$ cat src/rtl/ps2_host_tx.sv
// PS/2 host-to-device transmitter: inhibit, request-to-send, 11-bit framing
// with odd parity, device ACK check and a whole-frame timeout.
module ps2_host_tx #(
    parameter int unsigned CLK_HZ     = 50_000_000,
    parameter int unsigned INHIBIT_US = 100,
    parameter int unsigned TIMEOUT_US = 15_000
) (
    input  logic       clk,
    input  logic       reset,
    input  logic       tx_start,
    input  logic [7:0] tx_data,
    output logic       busy,
    output logic       done,
    output logic       error,
    input  logic       ps2_clk_in,
    input  logic       ps2_dat_in,
    output logic       ps2_clk_oe,
    output logic       ps2_dat_oe
);

    localparam int unsigned CYC_PER_US  = CLK_HZ / 1_000_000;
    localparam int unsigned INHIBIT_CYC = CYC_PER_US * INHIBIT_US;
    localparam int unsigned TIMEOUT_CYC = CYC_PER_US * TIMEOUT_US;
    localparam int unsigned CNT_MAX     = (INHIBIT_CYC > TIMEOUT_CYC) ? INHIBIT_CYC : TIMEOUT_CYC;
    localparam int unsigned CNT_W       = $clog2(CNT_MAX + 2);

    localparam logic [CNT_W-1:0] INHIBIT_LOAD = CNT_W'(INHIBIT_CYC);
    localparam logic [CNT_W-1:0] TIMEOUT_LOAD = CNT_W'(TIMEOUT_CYC);
    localparam logic [CNT_W-1:0] CNT_ONE      = CNT_W'(1);

    typedef enum logic [2:0] {
        ST_IDLE      = 3'd0,
        ST_INHIBIT   = 3'd1,
        ST_RTS       = 3'd2,
        ST_DATA      = 3'd3,
        ST_WAIT_IDLE = 3'd4
    } state_t;

    // Parity bit that makes the nine transmitted bits carry an odd number of ones.
    function automatic logic odd_parity(input logic [7:0] b);
        return ~^b;
    endfunction

    state_t           state_q, state_d;
    logic [CNT_W-1:0] cnt_q, cnt_d;
    logic [3:0]       bit_q, bit_d;
    logic [7:0]       data_q, data_d;
    logic             par_q, par_d;
    logic             busy_q, busy_d;
    logic             done_q, done_d;
    logic             error_q, error_d;
    logic             clk_oe_q, clk_oe_d;
    logic             dat_oe_q, dat_oe_d;

    logic [1:0]       clk_sync_q;
    logic [1:0]       dat_sync_q;
    logic             clk_prev_q;
    logic             clk_s;
    logic             dat_s;
    logic             fall_s;
    logic             expire_s;
    logic             abort_s;

    // Two-flop synchronizers on both pins plus the previous-clock register for edge detection.
    always_ff @(posedge clk) begin
        if (reset) begin
            clk_sync_q <= 2'b11;
            dat_sync_q <= 2'b11;
            clk_prev_q <= 1'b1;
        end else begin
            clk_sync_q <= {clk_sync_q[0], ps2_clk_in};
            dat_sync_q <= {dat_sync_q[0], ps2_dat_in};
            clk_prev_q <= clk_sync_q[1];
        end
    end

    assign clk_s    = clk_sync_q[1];
    assign dat_s    = dat_sync_q[1];
    assign fall_s   = clk_prev_q & ~clk_s;
    assign expire_s = (cnt_q <= CNT_ONE);

    // Next-state and next-output logic; the shared counter times inhibit, then the frame.
    always_comb begin
        state_d  = state_q;
        cnt_d    = cnt_q;
        bit_d    = bit_q;
        data_d   = data_q;
        par_d    = par_q;
        busy_d   = busy_q;
        clk_oe_d = clk_oe_q;
        dat_oe_d = dat_oe_q;
        done_d   = 1'b0;
        error_d  = 1'b0;
        abort_s  = 1'b0;

        case (state_q)
            ST_IDLE: begin
                busy_d   = 1'b0;
                clk_oe_d = 1'b0;
                dat_oe_d = 1'b0;
                if (tx_start) begin
                    data_d   = tx_data;
                    par_d    = odd_parity(tx_data);
                    bit_d    = 4'd0;
                    cnt_d    = INHIBIT_LOAD;
                    busy_d   = 1'b1;
                    clk_oe_d = 1'b1;
                    state_d  = ST_INHIBIT;
                end else begin
                    state_d  = ST_IDLE;
                end
            end

            ST_INHIBIT: begin
                if (expire_s) begin
                    clk_oe_d = 1'b0;
                    dat_oe_d = 1'b1;
                    cnt_d    = TIMEOUT_LOAD;
                    state_d  = ST_RTS;
                end else begin
                    cnt_d    = cnt_q - CNT_ONE;
                end
            end

            ST_RTS: begin
                if (expire_s) begin
                    abort_s = 1'b1;
                end else begin
                    cnt_d   = cnt_q - CNT_ONE;
                    state_d = ST_DATA;
                end
            end

            ST_DATA: begin
                if (expire_s) begin
                    abort_s = 1'b1;
                end else begin
                    cnt_d = cnt_q - CNT_ONE;
                    if (fall_s) begin
                        bit_d = bit_q + 4'd1;
                        if (bit_q <= 4'd7) begin
                            dat_oe_d = ~data_q[bit_q[2:0]];
                        end else if (bit_q == 4'd8) begin
                            dat_oe_d = ~par_q;
                        end else if (bit_q == 4'd9) begin
                            dat_oe_d = 1'b0;
                        end else if (!dat_s) begin
                            state_d = ST_WAIT_IDLE;
                        end else begin
                            abort_s = 1'b1;
                        end
                    end else begin
                        bit_d = bit_q;
                    end
                end
            end

            ST_WAIT_IDLE: begin
                if (expire_s) begin
                    abort_s = 1'b1;
                end else if (clk_s && dat_s) begin
                    done_d   = 1'b1;
                    busy_d   = 1'b0;
                    clk_oe_d = 1'b0;
                    dat_oe_d = 1'b0;
                    state_d  = ST_IDLE;
                end else begin
                    cnt_d    = cnt_q - CNT_ONE;
                end
            end

            default: begin
                busy_d   = 1'b0;
                clk_oe_d = 1'b0;
                dat_oe_d = 1'b0;
                state_d  = ST_IDLE;
            end
        endcase

        // Timeout or missing ACK: release both lines and report once.
        if (abort_s) begin
            error_d  = 1'b1;
            busy_d   = 1'b0;
            clk_oe_d = 1'b0;
            dat_oe_d = 1'b0;
            state_d  = ST_IDLE;
        end else begin
            error_d  = 1'b0;
        end
    end

    // State, datapath and registered outputs.
    always_ff @(posedge clk) begin
        if (reset) begin
            state_q  <= ST_IDLE;
            cnt_q    <= '0;
            bit_q    <= 4'd0;
            data_q   <= 8'h00;
            par_q    <= 1'b0;
            busy_q   <= 1'b0;
            done_q   <= 1'b0;
            error_q  <= 1'b0;
            clk_oe_q <= 1'b0;
            dat_oe_q <= 1'b0;
        end else begin
            state_q  <= state_d;
            cnt_q    <= cnt_d;
            bit_q    <= bit_d;
            data_q   <= data_d;
            par_q    <= par_d;
            busy_q   <= busy_d;
            done_q   <= done_d;
            error_q  <= error_d;
            clk_oe_q <= clk_oe_d;
            dat_oe_q <= dat_oe_d;
        end
    end

    assign busy       = busy_q;
    assign done       = done_q;
    assign error      = error_q;
    assign ps2_clk_oe = clk_oe_q;
    assign ps2_dat_oe = dat_oe_q;

endmodule
$ cat config.mk
export PLATFORM = sky130hd
export DESIGN_NAME = ps2_host_tx
export DESIGN_NICKNAME = d
export VERILOG_FILES = /design/src/rtl/ps2_host_tx.sv
export SDC_FILE = /design/constraint.sdc
export NUM_CORES = 1
export LEC_CHECK = 0
export CAP_MARGIN = 20
export CORE_ASPECT_RATIO = 0.5
export CORE_MARGIN = 2
export CORE_UTILIZATION = 63
export CTS_CLUSTER_DIAMETER = 150
export DETAILED_ROUTE_END_ITERATION = 10
export GPL_ROUTABILITY_DRIVEN = 1
export PLACE_DENSITY = 0.91
export RECOVER_POWER = 100
export REMOVE_ABC_BUFFERS = 1
export SYNTH_ARGS = -nofsm -noshare
export SYNTH_HDL_FRONTEND = slang
export SYNTH_SLANG_ARGS = --single-unit
$ cat constraint.sdc
create_clock -name clk -period 4.8 [get_ports clk]
set_input_delay 1.44 -clock clk [delete_from_list [all_inputs] [get_ports clk]]
set_output_delay 1.44 -clock clk [all_outputs]
set_load 0.01 [all_outputs]
; ---- Word-level counts from Yosys, hierarchy flattened
; Index checks and enable logic that the tools add are counted.
[totals]
regBits = 46
input_bits = 13
output_inout_bits = 5
wordCells = 110
[op_classes]
add_sub_neg = 2
order_cmp = 3
eq_ne = 20
mux = 47
bitwise_logic = 8
n_reduce_logical = 17
[ops]
columns = op, count
row1 = $mux W20, 5
row2 = $pmux W20 S4, 1
row3 = $mux W3, 10
row4 = $ne A2 B2 Y1 const B, 13
row5 = $mux W1, 21
row6 = $le A20 B1 Y1 const B, 1
row7 = $sub A20 B1 Y20 const B, 1
row8 = $pmux W3 S5, 1
row9 = $mux W4, 3
row10 = $reduce_and A10 Y1, 1
row11 = $eq A4 B4 Y1 const B, 2
row12 = $pmux W1 S4, 2
row13 = $pmux W4 S2, 1
row14 = $reduce_and A4 Y1, 2
row15 = $reduce_xnor A8 Y1, 1
row16 = $not A1 Y1, 7
row17 = $reduce_and A7 Y1, 1
row18 = $eq A3 B2 Y1 const B, 2
row19 = $reduce_or A2 Y1, 3
row20 = $reduce_or A3 Y1, 2
row21 = $reduce_and A5 Y1, 1
row22 = $add A4 B1 Y4 const B, 1
row23 = $le A4 B3 Y1 const B, 1
row24 = $lt A3 B4 Y1 const B, 1
row25 = other kinds (13), 13

; ---- Longest topological paths before layout
[depth]
depth_word = 8
depth_mapped = 9
ltp_nobuf = 8

; ---- Worst setup path after synthesis
; OpenSTA, ideal clock, no wires.
[synth_path]
kind = in2reg
from = in tx_start
to = reg cnt_q[17]
setup_ps = 79
t_arrival_ps = 2562
required_ps = 4721
path_slack_ps = 2159
stages = 7
path_buffers = 1
path_cell_list = nor2_1 nor2_1 o31ai_4 and3b_1 buf_2 o211a_1 a211oi_2
[synth_via]
elab_chain_cells = 2
[synth_rtl]
columns = item, line
row1 = "start, declared", 10  ; input logic tx_start,
row2 = $ne A2 B2 Y1 (no line), n/a
row3 = $reduce_and A5 Y1 (no line), n/a
row4 = "end signal, assigned", 207  ; cnt_q <= cnt_d;
row5 = "end, declared", 45  ; logic [CNT_W-1:0] cnt_q, cnt_d;
; No other way between the ends.
; A chain may end at the register's enable or synchronous reset.

; ---- Final worst setup path
[layout_path]
from = in tx_start
to = reg cnt_q[4]
; The elaborated chain is that of the path after synthesis.

==> reports/metrics.csv <==
stage;metric;value;unit
pwr;Clock Power Share;17.5;%
die;core area;3840;µm²
clocking;CTS root buf;clkbuf_8;
flow_run;max-cap violations;0;
grt;largest net degree at the start of global routing;28;
die;Chip Height;48.3;µm
placement;hpwl dp;3970;µm
min_path;path type of the worst min-delay path;reg2reg;
synthesis;Post-synth EDFFs;0;
die;Initial Util;64.5;%
sta;period utilization;78.8;%
clocking;CTS sink cnt;46;
synthesis;register area share after synthesis;37.2;%
cells_and_area;Layout fillers;291;
clocking;H-tree levels;2;
synthesis;Mean Syn Cell Area;8.02;µm²
sta;Max Clock Skew;0.00645;ns
clocking;post-cts sizing count;0;
sta;Fin. Hold Viols;0;
cells_and_area;Layout area overhead;10.5;%
sta;setup_tns;0;ns
worst_setup_path;R2R setup slack;1.27;ns
drt;antenna-violating nets left;0;
synthesis;top_reg_cell synth;dfxtp_1;
sta;RSZ-0062 raised after global routing;no;
synthesis;synth warn;0;
worst_setup_path;Arrival @ worst endpoint;4.03;ns
pwr;cell leakage power;1.01;nW
worst_setup_path;kind of end point of the critical path;flop;
drt;drt wl/cell;14.8;µm
drt;vias;2303;
sta;Least-Margin Pin Slew;1.06;ns
clocking;Clock Tree Buf Depth;2;
cells_and_area;layout cells sized above 1;7.21;%
grt;Overflow after GRT;0;
drt;Detailed Route WL;5540;µm
run_status;status;finished, final reports clean;
pwr;Sw Share;41.8;%
sta;Final setup violation count;0;
pwr;Pwr Density;496;nW/µm²
grt;GRT Util Overall;26.7;%
clocking;post-CTS setup buffer count;0;
die;die width;92.7;µm
pwr;Seq pwr share;39.9;%
synthesis;Cells after Synth;309;
drt;Starting DRT DRC Count;156;
drt;DR vias/cell;6.17;
pwr;combinational power share;42.6;%
drt;Post-route DRC;0;
placement;gpl congestion;0.927;
sta;fin crit period;3.78;ns
synthesis;FF+latch count, synth;46;
die;die area;4480;µm²
die;# IOs;18;
synthesis;Mapped Area;2480;µm²
placement;PortBufs;17;
worst_setup_path;Setup Crit Path Kind;in2reg;
clocking;TritonCTS clock tree;done;
cells_and_area;Inserted Diodes;0;
placement;DP Worst Slack;1.38;ns
die;number of core rows;16;
grt;first-pass GRT wire length;9570;µm
sta;Peak Freq;0.264;GHz
synthesis;Synth cell types;51;
worst_setup_path;Critical Path RT;5.05;ns
cells_and_area;Final nets;336;
clocking;clk slew on worst S/H paths;0.08;ns
worst_setup_path;Worst Setup Start Kind;input pin;
synthesis;Synth async-reset ratio;0;%
worst_setup_path;worst-path maximum fanout;24;
clocking;CTS Buf Count;5;
drt;First-pass DRT Iterations;6;
pwr;P_int;0.000790;W
pwr;Sw Pwr;0.000567;W
pwr;worst vdd ir;0.196;mV
grt;number of global-route vias before repair;2168;
sta;max-slew violation count;0;
sta;fin worst setup slack;1.02;ns
sta;max_slew headroom;29.0;%
clocking;Clk Latency, worst-skew pair;0.31;ns
grt;initial antenna violation count;0;
clocking;cts hold-fix bufs;0;
==> cells by family after synthesis <==
group           after synthesis  share of synthesized area (%)
compound gates               69                           18.8
flops                        46                           37.2
xor+xnor                     17                           6.01
fa+ha+maj                     5                           2.53
buf+inv                      24                           3.84
simple gates                145                           30.3
mux                           3                           1.31
==> synth_stat cells (all sizes together), types with 4 or more instances <==
| library cell | number | share of area (%) |
|---|---|---|
| inv | 7 | 1.1 |
| ha | 5 | 2.5 |
| or4 | 7 | 2.3 |
| nor4 | 8 | 2.0 |
| buf | 6 | 1.1 |
| nand2b | 7 | 1.8 |
| clkbuf | 11 | 1.7 |
| nand2 | 32 | 4.8 |
| o32a | 5 | 2.0 |
| nand3 | 4 | 0.81 |
| or3 | 4 | 1.0 |
| or2 | 9 | 2.3 |
| a31oi | 6 | 1.5 |
| nor2 | 42 | 6.6 |
| nor3 | 8 | 1.6 |
| xnor2 | 16 | 5.7 |
| o21ai | 7 | 1.4 |
| a21oi | 28 | 5.7 |
| nor4b | 4 | 1.4 |
| dfxtp | 46 | 37 |
| nor2b | 8 | 2.0 |
==> sequential cells by signal, summed over array words and instances, names as in the netlist <==
signal	count
par_q	1
ps2_clk_oe	1
cnt_q	20
ps2_dat_oe	1
bit_q	4
data_q	8
done	1
clk_prev_q	1
state_q	3
busy	1
error	1
dat_sync_q	2
clk_sync_q	2
==> worst paths after layout <==
kind,from,endpoint,depth (start not counted)
worst max register to register,cnt_q[8],cnt_q[4],7
worst max-delay path,tx_start,cnt_q[4],8
worst min-delay path,dat_sync_q[0],dat_sync_q[1],1
worst min register to register,dat_sync_q[0],dat_sync_q[1],1
==> layer usage <==
layer | vias up | track usage (%) | share of wire [%] | wire length [µm]
met5 | - | 0 | 0 | 0
met4 | 0 | 11.3 | 1.9 | 103
li1 | 1123 | - | - | -
met2 | 110 | 45.9 | 48 | 2670
met3 | 10 | 5.45 | 6.8 | 377
met1 | 1060 | 33.0 | 43 | 2390
==> final cells by class <==
cell class / instances / area (µm²) / share of cell area (%)
timing repair buffer: 19 / 178 / 6.49
multi-input combinational: 239 / 1450 / 53.1
sequential: 46 / 921 / 33.7
clock buffer: 5 / 68.8 / 2.51
inverter: 7 / 26.3 / 0.960
tap: 54 / 67.6 / 2.47
clock inverter: 3 / 21.3 / 0.777
==> power groups by stage <==
stage | combinational (W) | sequential [W] | clock (W)
floorplan | 0.000444 | 0.000524 | 0
global placement | 0.000552 | 0.000539 | 0
detailed placement | 0.000572 | 0.000545 | 0
CTS | 0.000577 | 0.000537 | 0.000242
global route | 0.000640 | 0.000552 | 0.000257
finish | 0.000577 | 0.000542 | 0.000237
==> worst max-delay path: stages <==
cell	delay (ns)
dlygate4sd3_1	0.57
nor2_1	0.13
o221ai_1	0.17
o31ai_4	0.09
clkbuf_1	0.75
and3b_1	0.34
nor2_1	0.32
o32a_1	0.21
==> cell usage in the layout (no fill, tap or decap), drive strengths merged, types with 8 or more instances in the layout <==
master and instances:
dfxtp 46, nor2 42, nand2 32, a21oi 28, xnor2 16, clkdlybuf4s50 10
or2 9, nor4 8, nor3 8, nor2b 8
==> through the flow <==
stage | instances | hold WS, ns | utilization [%] | total power [W] | instance area (µm²)
floorplan | 292 | 0.389 | - | 0.000968 | 2410
global placement | 365 | 0.392 | 69.2 | 0.00109 | 2660
detailed placement | 365 | 0.398 | 69.2 | 0.00112 | 2660
CTS | 373 | 0.424 | 71.6 | 0.00136 | 2750
global route | 373 | 0.446 | 71.2 | 0.00145 | 2740
finish | 373 | 0.419 | 71.2 | 0.00136 | 2740
(Power assumes the default switching activity.)
==> edit 1: new RTL, same settings <==
Put one more register stage on the output `error`, cleared by the reset. The value now appears one clock later. The other outputs are not delayed to match.
--- a/src/rtl/ps2_host_tx.sv
+++ b/src/rtl/ps2_host_tx.sv
@@ -220,3 +220,9 @@
     assign done       = done_q;
-    assign error      = error_q;
+    always_ff @(posedge clk) begin
+        if (reset) begin
+            error <= '0;
+        end else begin
+            error <= error_q;
+        end
+    end
     assign ps2_clk_oe = clk_oe_q;
Check against the original RTL: no difference found for any inputs over 10 cycles, from zero or initial values and one cycle with reset high; that may be too few to reach the edited logic, so the function may still have changed.
==> edit 1 against the unedited design <==
- final cell count up 0.54%
- area after synthesis is 4.8% higher
- cell area up 3.8%
- wire length rose by 9.0%
- sequential cell count up 1
- die area up 4.5%
- worst setup slack gained 0.35 ns
- critical path type unchanged
- critical endpoint is now cnt_q[8]
Power is not compared: it rests on default switching activity, and its combinational part moved more than twofold at a synthesized area within 25%.
==> edit 1: results (changes against the unedited design) <==
Logic synthesis
  – Synth area leaders: dfxtp_1, a21oi_1, nand2_1
  – Post-synthesis adder-cell area fraction: 2.41% (-0.12 points)
  – Mux cell area share after synthesis: 2.12% (+0.81 points)
  – Number of distinct library cells after synthesis: 61 (+20%)
  – Syn_area_per_cell: 8.43 sq um (+5.1%)
  – Post-synth ARST share: 0% (unchanged)
  – Sequential share of the synthesized area: 36.2% (-0.93 points)
  – Most frequent cells after synthesis: dfxtp_1, nand2_1, nor2_1
  – Post-Synth XOR/XNOR Area: 6.41% (+0.40 points)
  – Compound-Gate Fraction of Synth Area: 18.7% (-0.14 points)

Pwr
  – Peak supply drop: 249 uV

Drt
  – Drt pass-1 iters: 5 (-1)
  – Iter 0 DRT Violations: 252 (+62%)
  – Wirelength per Cell: 16.1 microns (+8.5%)
  – Drt total wl: 6040 microns (+9.0%)
  – Vias: 2,379 (+3.3%)

Global routing
  – Met3 GRT Util: 8.04% (+2.6 points)
  – Met2 Track Usage GR: 46.5% (+0.59 points)
  – Largest net degree at the start of global routing: 21 (-25%)
  – Initial antenna violation count: 0 (unchanged)
  – Total GRT Usage: 28.2% (+1.5 points)
  – Vias in the first global route: 2,211 (+2.0%)
  – First-pass GRT wire length: 10,100 microns (+5.7%)
  – GRT met1 Usage: 36.9% (+3.9 points)

Critical path
  – Crit-path max FO: 16 (-33%)
  – Critical Path Max Stage Delay: 0.62 ns (-0.13 ns)
  – Slowest CP cell: o31a_1
  – Worst reg2reg setup slack: 2.01 ns (+0.74 ns)
  – Top Family by Delay on Critical Path: compound AO/OA/AOI/OAI gates
  – Reg2Reg Depth: 7 (unchanged)
  – Reg2Reg Launch Point: cnt_q[0]
  – Worst Path Arrival: 3.59 ns (-0.44 ns)
  – Setup crit start: tx_start
  – Reg-to-Reg End: cnt_q[15]

CTS
  – Setup repair bufs after CTS: 0 (unchanged)
  – CTS max path bufs: 2 (unchanged)
  – Max H-tree Level: 2 (unchanged)
  – TritonCTS buffer count: 5 (unchanged)
  – # resized after CTS: 0 (unchanged)
  – Clock slew seen by the registers of the worst setup and hold paths: 0.09 ns
  – Clock root buffer: clkbuf_8

Place
  – Post-place setup slack: 1.25 ns (-0.129 ns)
  – Final HPWL DP: 4400 microns (+11%)
  – Cell Count Post-Placement: 367 (+0.55%)
  – Placer Congestion: 0.968 (+4.4%)
  – Placed Area: 2780 sq um (+4.5%)
  – PortBufs: 17 (unchanged)

Cells and area
  – # fillers: 295 (+1.4%)
  – Ant. Diodes: 0 (unchanged)
  – Fraction of layout cells with a size suffix above 1: 10.3% (+3.1 points)
  – Largest regs: cnt_q: 20 flops, data_q: 8 flops, bit_q: 4 flops
  – Layout Nets: 338 (+0.60%)

Run status
  – Status: completed

Timing
  – Clk_skew: 0.00510 ns (-0.00135 ns)
  – Hold_ws: 0.420 ns (+0.000804 ns)
  – Slew headroom: 24.2% (-4.9 points)

Min path
  – Hold Path End: dat_sync_q[1]
  – WHS Path Cells: 1 (unchanged)
==> edit 1: changes by cell type after synthesis, moves of 5 or more <==
cell	before	now
clkbuf_1	11	6
o21ai_0	7	13
xor2_1	1	7
a21oi_1	28	35
nand2b_1	7	2
or4_1	6	0
o32a_1	5	0
nor2b_1	8	3
nand4_1	0	5
nand3_1	4	9
==> edit 1: per-layer routing <==
metal	vias to the layer above	wire length (microns)	part of all wire, %
li1	1120	-	-
met1	1122	2520	42
met2	125	2860	47
met3	12	593	9.8
met4	0	68	1.1
met5	-	0	0
==> edit 1: how the worst max path moves through the flow <==
| stage | end | slack, ns | cells after the start |
|---|---|---|---|
| after floorplan | cnt_q[14] | 1.80 | 4 |
| after global placement | cnt_q[8] | 1.30 | 7 |
| after detailed placement | cnt_q[8] | 1.25 | 7 |
| after CTS | cnt_q[8] | 1.55 | 7 |
| after global routing | cnt_q[8] | 1.18 | 7 |
| final | cnt_q[8] | 1.37 | 7 |
==> edit 1: power by group <==
group | leakage, nW | switching [mW] | internal, mW
clock | 0.0443 | 0.141 | 0.104
combinational | 0.616 | 0.151 | 0.100
sequential | 0.385 | 0.0334 | 0.417
total | 1.05 | 0.325 | 0.622
==> edit 1: final cells by class <==
| class | count | area [sq um] | area share (%) |
|---|---|---|---|
| sequential | 47 | 941 | 33.1 |
| timing repair buffer | 19 | 178 | 6.26 |
| inverter | 5 | 18.8 | 0.661 |
| tap | 54 | 67.6 | 2.38 |
| clock buffer | 5 | 68.8 | 2.42 |
| clock inverter | 3 | 25.0 | 0.881 |
| multi-input combinational | 242 | 1540 | 54.3 |
==> edit 2: new RTL, config.mk and constraints unchanged <==
Made on the original files. The parameter `INHIBIT_US` goes from 100 to 200.
--- a/src/rtl/ps2_host_tx.sv
+++ b/src/rtl/ps2_host_tx.sv
@@ -4,3 +4,3 @@
     parameter int unsigned CLK_HZ     = 50_000_000,
-    parameter int unsigned INHIBIT_US = 100,
+    parameter int unsigned INHIBIT_US = 200,
     parameter int unsigned TIMEOUT_US = 15_000
Behaviour: same outputs for any inputs over 10 cycles, from zero or initial values and one cycle with reset high; that may be too few to reach the edited logic, so the function may still have changed.
==> edit 2 against the unedited design <==
- sequential share of layout area increased by 0.20 points
- worst hold slack better by 0.0083 ns
- synthesized cell count down 4.5%
- area after synthesis fell by 1.5%
- non-clock buffer count rose by 2
- wire length is 6.0% higher
- register-to-register slack gained 0.45 ns
- worst setup slack better by 0.063 ns
- largest cell class unchanged
- critical endpoint is now cnt_q[1]
- cell area down 0.59%
- maximum frequency up 1.7%
- sequential cell count did not move
Power is not compared: it rests on default switching activity, and its combinational part moved more than twofold at a synthesized area within 25%.
==> edit 2: results (changes against the unedited design) <==
Run status
  – Status: completed

CTS
  – # resized after CTS: 0 (unchanged)
  – TritonCTS buffer count: 5 (unchanged)
  – Max H-tree Level: 2 (unchanged)
  – Clock latency on the worst-skew pair: 0.30 ns
  – Clock slew seen by the registers of the worst setup and hold paths: 0.08 ns (about the same)
  – Clock root buffer: clkbuf_8
  – CTS max path bufs: 2 (unchanged)
  – Setup repair bufs after CTS: 0 (unchanged)

Drt
  – Iter 0 DRT Violations: 179 (+15%)
  – Wirelength per Cell: 16.3 microns (+10%)
  – Vias: 2,274 (-1.3%)
  – Drt pass-1 iters: 5 (-1)

Pwr
  – Peak supply drop: 192 uV
  – P_sw: ~0.33 mW
  – Pleak: 1.02 nW

Min path
  – WHS Path Cells: 1 (unchanged)
  – Hold Path End: dat_sync_q[1]
  – Worst min path class: flop to flop
  – Hold path startpoint: dat_sync_q[0]

Logic synthesis
  – Syn_area_per_cell: 8.27 sq um (+3.2%)
  – Post-Synth XOR/XNOR Area: 6.46% (+0.45 points)
  – Synth area leaders: dfxtp_1, nand2_1, nor2_1
  – Yosys synthesis warning count: 0 (unchanged)
  – Post-synthesis adder-cell area fraction: 2.56% (+0.039 points)
  – Sequential share of the synthesized area: 37.7% (+0.57 points)
  – Most frequent cells after synthesis: dfxtp_1, nand2_1, nor2_1
  – Post-synth ARST share: 0% (unchanged)
  – Compound-Gate Fraction of Synth Area: 17.7% (-1.1 points)
  – Mux cell area share after synthesis: 4.51% (+3.2 points)
  – Number of distinct library cells after synthesis: 53 (+3.9%)
  – Top_reg_cell synth: dfxtp_1

Cells and area
  – Finished Layout Cells: 359 (-3.8%)
  – Ant. Diodes: 0 (unchanged)
  – Largest regs: cnt_q: 20 flops, data_q: 8 flops, bit_q: 4 flops
  – Layout Nets: 327 (-2.7%)
  – Fraction of layout cells with a size suffix above 1: 9.74% (+2.5 points)

Critical path
  – Slowest CP cell: or2_0
  – Reg-to-Reg End: cnt_q[1]
  – Worst reg2reg setup slack: 1.72 ns (+0.45 ns)
  – Worst Path Arrival: 3.94 ns (-0.09 ns)
  – Reg2Reg Depth: 6 (-1)
  – Critical Path Max Stage Delay: 0.58 ns (-0.17 ns)
  – Reg2Reg Launch Point: state_q[1]
  – Crit-path max FO: 12 (-50%)
  – Top Family by Delay on Critical Path: simple AND/OR/NAND/NOR gates

Global routing
  – Vias in the first global route: 2,091 (-3.6%)
  – Initial antenna violation count: 0 (unchanged)
  – First-pass GRT wire length: 9600 microns (+0.28%)
  – Largest net degree at the start of global routing: 26 (-7.1%)
  – Total GRT Usage: 28.6% (+1.9 points)

Place
  – Final HPWL DP: 4140 microns (+4.3%)
  – Post-place setup slack: 1.32 ns (-0.0603 ns)
  – Cell Count Post-Placement: 353 (-3.3%)
  – PortBufs: 17 (unchanged)
  – Placer Congestion: 0.915 (-1.3%)

Timing
  – Hold_ws: 0.427 ns (+0.00830 ns)
  – Worst-Margin Slew: 1.20 ns (+0.133 ns)
  – Clk_skew: 0.00527 ns (-0.00118 ns)
edit 2: changes by cell type after synthesis, sizes merged, moves of 5 or more:
cell,change
nand3,+5
o32a,-5
nand2b,-5
nand2,+6
a21oi,-6
nor2,-6
xor2,+5
nor2b,-6
or4,-5
edit 2: cell families after synthesis:
| kind of cell | count (synthesis) |
|---|---|
| compound gates | 64 |
| xor+xnor | 18 |
| fa+ha+maj | 5 |
| buf+inv | 21 |
| flops | 46 |
| mux | 8 |
| simple gates | 133 |
edit 2: worst max path at each step:
stage | from | endpoint | slack [ns]
finish | tx_start | cnt_q[1] | 1.08
global route | tx_start | cnt_q[1] | 0.86
CTS | tx_start | cnt_q[1] | 1.64
detailed placement | tx_start | cnt_q[1] | 1.32
global placement | tx_start | cnt_q[1] | 1.46
floorplan | tx_start | cnt_q[18] | 1.53
edit 2: power groups by stage:
stage | Combinational, mW | Sequential [mW] | Clock, mW
2_1_floorplan | 0.208 | 0.453 | 0
3_3_place_gp | 0.267 | 0.460 | 0
3_5_place_dp | 0.280 | 0.462 | 0
4_1_cts | 0.283 | 0.454 | 0.239
5_1_grt | 0.317 | 0.460 | 0.249
6_report | 0.285 | 0.456 | 0.240
edit 2: cell type report:
| class | instances | area (sq um) |
|---|---|---|
| Multi-Input combinational cell | 228 | 1430 |
| Sequential cell | 46 | 921 |
| Fill cell | 261 | 846 |
| Timing Repair Buffer | 21 | 196 |
| Clock buffer | 6 | 82.6 |
| Tap cell | 51 | 63.8 |
| Inverter | 7 | 26.3 |
edit 2: layer usage:
| metal | wire length, microns | track usage, % |
|---|---|---|
| met5 | 0 | 0 |
| met4 | 74 | 12.5 |
| met3 | 402 | 6.30 |
| met2 | 2760 | 50.7 |
| met1 | 2630 | 35.4 |
edit 2: worst reg2reg max path: stages, from the launching register on:
cell      delay (ns)
dfxtp_1         0.48
nor2_1          0.59
a22o_1          0.45
or2_0           0.58
nand2_1         0.33
a21o_1          0.33
a211oi_1        0.24
edit 2: through the flow:
stage	util (%)	instance area [sq um]
after floorplan	-	2380
after global placement	74.1	2640
after detailed placement	74.1	2640
after CTS	76.4	2730
after global routing	76.3	2720
final	76.3	2720
